**src/rtl/calc_op_sequencer.sv**
```systemverilog
// calc_op_sequencer: sequences a 4-function arithmetic unit (add/sub/mul/div).
// It takes one request at a time and holds the unit inputs stable for
// SETTLE_CYCLES cycles. It then captures the result and status flags, and
// presents them on a valid/ready response channel. Chaining takes operand A
// from the low nibble of the previous result.
module calc_op_sequencer #(
  parameter int unsigned SETTLE_CYCLES = 2
) (
  input  logic       clk,
  input  logic       rst,
  // request channel
  input  logic       req_valid,
  output logic       req_ready,
  input  logic [3:0] req_a,
  input  logic [3:0] req_b,
  input  logic [1:0] req_op,
  input  logic       req_chain,
  // arithmetic unit interface
  output logic [3:0] au_a,
  output logic [3:0] au_b,
  output logic [1:0] au_sel,
  input  logic [7:0] au_result,
  // response channel
  output logic       resp_valid,
  input  logic       resp_ready,
  output logic [7:0] resp_result,
  output logic       resp_err,
  output logic       resp_ovf,
  // status
  output logic       busy,
  output logic [7:0] op_count
);

  typedef enum logic [1:0] {
    ST_IDLE = 2'd0,
    ST_EXEC = 2'd1,
    ST_DONE = 2'd2
  } state_e;

  localparam logic [1:0] OP_ADD = 2'b00;
  localparam logic [1:0] OP_SUB = 2'b01;
  localparam logic [1:0] OP_DIV = 2'b11;

  // Settle counter reload value; EXEC lasts SETTLE_CYCLES cycles (count S-1 down to 0).
  localparam logic [3:0] SETTLE_LOAD = 4'(SETTLE_CYCLES - 1);

  state_e     state_q,       state_d;
  logic [3:0] cnt_q,         cnt_d;
  logic [3:0] au_a_q,        au_a_d;
  logic [3:0] au_b_q,        au_b_d;
  logic [1:0] au_sel_q,      au_sel_d;
  logic [7:0] resp_result_q, resp_result_d;
  logic       resp_err_q,    resp_err_d;
  logic       resp_ovf_q,    resp_ovf_d;
  logic [7:0] op_count_q,    op_count_d;
  logic [3:0] last_lo_q,     last_lo_d;

  // Status flags derived from the held operands at 5-bit width.
  logic [4:0] sum5;
  logic [4:0] diff5;
  logic       div_by_zero;
  logic       ovf_now;

  // Flag computation from the registered unit inputs.
  always_comb begin
    sum5        = {1'b0, au_a_q} + {1'b0, au_b_q};
    diff5       = {1'b0, au_a_q} - {1'b0, au_b_q};
    div_by_zero = (au_sel_q == OP_DIV) && (au_b_q == 4'd0);
    ovf_now     = ((au_sel_q == OP_ADD) && sum5[4]) ||
                  ((au_sel_q == OP_SUB) && diff5[4]);
  end

  // Next-state and datapath update logic.
  always_comb begin
    state_d       = state_q;
    cnt_d         = cnt_q;
    au_a_d        = au_a_q;
    au_b_d        = au_b_q;
    au_sel_d      = au_sel_q;
    resp_result_d = resp_result_q;
    resp_err_d    = resp_err_q;
    resp_ovf_d    = resp_ovf_q;
    op_count_d    = op_count_q;
    last_lo_d     = last_lo_q;

    unique case (state_q)
      ST_IDLE: begin
        if (req_valid) begin
          au_a_d   = req_chain ? last_lo_q : req_a;
          au_b_d   = req_b;
          au_sel_d = req_op;
          cnt_d    = SETTLE_LOAD;
          state_d  = ST_EXEC;
        end
      end
      ST_EXEC: begin
        if (cnt_q == 4'd0) begin
          resp_result_d = div_by_zero ? 8'h00 : au_result;
          resp_err_d    = div_by_zero;
          resp_ovf_d    = ovf_now;
          state_d       = ST_DONE;
        end else begin
          cnt_d = cnt_q - 4'd1;
        end
      end
      ST_DONE: begin
        if (resp_ready) begin
          op_count_d = op_count_q + 8'd1;
          last_lo_d  = resp_err_q ? 4'd0 : resp_result_q[3:0];
          state_d    = ST_IDLE;
        end
      end
      default: begin
        state_d = ST_IDLE;
      end
    endcase
  end

  // State and datapath registers; reset discards any in-flight operation.
  always_ff @(posedge clk) begin
    if (rst) begin
      state_q       <= ST_IDLE;
      cnt_q         <= '0;
      au_a_q        <= '0;
      au_b_q        <= '0;
      au_sel_q      <= '0;
      resp_result_q <= '0;
      resp_err_q    <= 1'b0;
      resp_ovf_q    <= 1'b0;
      op_count_q    <= '0;
      last_lo_q     <= '0;
    end else begin
      state_q       <= state_d;
      cnt_q         <= cnt_d;
      au_a_q        <= au_a_d;
      au_b_q        <= au_b_d;
      au_sel_q      <= au_sel_d;
      resp_result_q <= resp_result_d;
      resp_err_q    <= resp_err_d;
      resp_ovf_q    <= resp_ovf_d;
      op_count_q    <= op_count_d;
      last_lo_q     <= last_lo_d;
    end
  end

  // Handshake and status outputs are decoded directly from the state register.
  always_comb begin
    req_ready   = (state_q == ST_IDLE);
    busy        = (state_q != ST_IDLE);
    resp_valid  = (state_q == ST_DONE);
    au_a        = au_a_q;
    au_b        = au_b_q;
    au_sel      = au_sel_q;
    resp_result = resp_result_q;
    resp_err    = resp_err_q;
    resp_ovf    = resp_ovf_q;
    op_count    = op_count_q;
  end

endmodule

```
**config.mk**
```make
export PLATFORM = sky130hd
export DESIGN_NAME = calc_op_sequencer
export DESIGN_NICKNAME = d
export VERILOG_FILES = /design/src/rtl/calc_op_sequencer.sv
export SDC_FILE = /design/constraint.sdc
export NUM_CORES = 1
export LEC_CHECK = 0
export ABC_CLOCK_PERIOD_IN_PS = 1400
export CORE_UTILIZATION = 42
export DETAILED_ROUTE_END_ITERATION = 10
export HOLD_SLACK_MARGIN = 0.1
export PLACE_DENSITY = 0.78
export SETUP_SLACK_MARGIN = 0.1
export SLEW_MARGIN = 20
export SYNTH_ARGS = -nofsm -noshare
export SYNTH_HDL_FRONTEND = slang
export SYNTH_SLANG_ARGS = --single-unit
```
**constraint.sdc**
```tcl
create_clock -name clk -period 1.4 [get_ports clk]
set_input_delay 0.35 -clock clk [delete_from_list [all_inputs] [get_ports clk]]
set_output_delay 0.35 -clock clk [all_outputs]
set_load 0.01 [all_outputs]
```
==> metrics.txt <==
number of enable flip-flop cells after synthesis 0; outcome finished, violations left; most frequent cells in the layout nand2_1, dfxtp_1, buf_4; fillers 308; RePlAce Congestion 0.824; Core Region 4060 um^2; HP Class in2reg; Worst Setup End Kind register; root buf cell clkbuf_8; Unique masters post-synth 40; data required time at the worst endpoint 1640 ps; Crit Path Category reg2reg; final wirelength 4.98 mm; initial detailed-routing violation count 85; Final Util 71.0%; CTS tree yes; clk_lat worst skew 300 ps; critical-path cell list inv_2 > ha_4 > nor3b_4 > and3b_2 > mux2_4 > nor2_2; Setup Skew 6.65 ps; dominant synthesized flop cell dfxtp_1; achievable frequency 0.675 GHz; multi-input logic area 1140 um^2; commonest non-fill, non-tap cell in the layout nand2_1; register area share after synthesis 42.5%; DR WL/cell around 15 um; slowest stage cell, crit path dfxtp_2; synthesized area per cell around 8.5 um^2; antenna cell count 0; Yosys warnings 0; # Max-Cap Violations 0; Fin. Hold Viols 0; Slew Limit Fails 0; Setup TNS Final -286 ps; first-pass GRT wire length 7.82 mm; Max VDD drop about 0.00072 V; initial antenna violation count 0; Num CTS Buffers 5; synthesized area between 1500 and 2000 um^2; Post-Syn Nets 242; H-tree depth 2; worst rel slew slack 71.6%; Worst-Margin Slew 425 ps; setup ws final -82.0 ps; crit-path max FO 3; failing checks negative setup slack; die area 4530 um^2; post-DP HPWL roughly 3.3 mm; Syn-to-layout area delta 60.8%; hold_buf cts 0; Chip Width 67.3 um; clock slew at reported path FFs 70 ps; total grt overflow 0; Port Buffers 53; FF+latch count, synth 38; CP arrival 1720 ps; DIE HEIGHT 67.3 um; Synth Instances 210; Final setup viols 10; Critical Path Max Stage Delay ~330 ps; Synth async-reset ratio 0%; Std-Cell Rows 23; total clock sinks 38; nets 321; Routed Antenna Nets 0; Min Clock Period, post-route 1480 ps; Storage cell area 785 um^2; drt pass-1 iters 4; Top Ports 54; clk buf depth 2; final hold slack 446 ps; via count 1756; leakage 0.00119 uW; vias per cell 5.16; part of the cycle the worst path needs 106%; layout cells sized above 1 36.9%; Initial Util about 44%; Total GRT Usage about a quarter; startpoint types register; # DRC 0; RSZ-0062 raised after global routing yes; pin count of the biggest net entering global routing 34; number of global-route vias before repair 1682; PwrDens ~1100 nW/um^2
## worst max-delay path, delay by kind of cell, from the launching register on
family | cells | cell delay, ps
adder cells (fa/ha/maj) | 1 | 120
flip-flops | 1 | 330
buffers and inverters | 1 | 80
AND/OR/NAND/NOR | 3 | 580
multiplexers | 1 | 310
## what timing repair did
| item | in CTS | in global routing |
|---|---|---|
| endpoints found under the hold margin | 0 | 0 |
| buffers inserted | 2 | 2 |
| pin swaps | 7 | 13 |
| endpoints found under the setup margin | 47 | 51 |
| resized for setup | 82 | 49 |
## layout make-up
| cell class | instances | share of cell area (%) |
|---|---|---|
| clock buffer | 5 | 2.39 |
| clock inverter | 3 | 1.39 |
| inverter | 9 | 1.17 |
| multi-input combinational | 152 | 39.5 |
| sequential | 38 | 27.2 |
| tap | 50 | 2.17 |
| timing repair buffer | 83 | 26.1 |
## stage by stage
stage / setup WS [ps] / instance area, um^2 / total power (uW) / instances
6_report: -82.0 / 2880 / 3260 / 340
3_3_place_gp: -173 / 2620 / 2180 / 330
4_1_cts: -73.2 / 2810 / 3200 / 340
3_5_place_dp: -213 / 2620 / 2200 / 330
2_1_floorplan: -59.8 / 1850 / 1750 / 210
5_1_grt: -149 / 2880 / 3430 / 340
## worst paths after layout
check,to,cells after the start,startpoint,slack [ps]
setup / recovery,resp_err,6,cnt_q[1],-80
hold / removal,state_q[1],3,resp_ready,450
setup reg to reg,resp_err,6,cnt_q[1],-80
hold reg to reg,resp_result[7],2,resp_result[7],460
## layer usage
metal	GRT usage [%]	up-vias	share of wire (%)
li1	-	881	-
met4	9.84	0	1.5
met1	29.9	815	44
met3	5.57	10	5.0
met2	38.8	50	49
met5	0	-	0
## cell families (layout without fill, tap and decap cells)
family / Yosys count / in the layout / share of synthesized area (%)
adders and majority gates: 9 / 9 / 6.29
DFF: 38 / 38 / 42.5
xor gates and xnor gates: 6 / 6 / 2.93
muxes: 5 / 5 / 2.86
buffers and inverters: 20 / 100 / 5.24
and+or+nand+nor: 92 / 92 / 27.2
AOI/OAI and AO/OA: 40 / 40 / 13.0
## power breakdown
part           internal, uW  switching, uW
clock                   524            398
combinational           552            501
sequential             1180           95.4
## synthesized netlist by cell type, types with 3 or more instances
library cell / instances / share of area, %
a211oi_1: 4 / 1.7
a21oi_1: 24 / 6.7
clkbuf_1: 3 / 0.63
dfxtp_1: 38 / 42
ha_1: 9 / 6.3
inv_1: 9 / 1.9
mux2i_1: 4 / 2.2
nand2_1: 33 / 6.9
nand2b_1: 4 / 1.4
nand3_1: 14 / 3.9
nand3b_1: 3 / 1.3
nor2_1: 14 / 2.9
nor3_1: 6 / 1.7
nor4b_1: 3 / 1.5
o21ai_0: 6 / 1.7
xnor2_1: 4 / 2.0
## registers in the layout, indices dropped and copies added (netlist names)
signal,cells
op_count,8
resp_result,8
au_a,4
au_b,4
cnt_q,4
last_lo_q,4
au_sel,2
state_q,2
resp_err,1
resp_ovf,1
(Power assumes the default switching activity.)
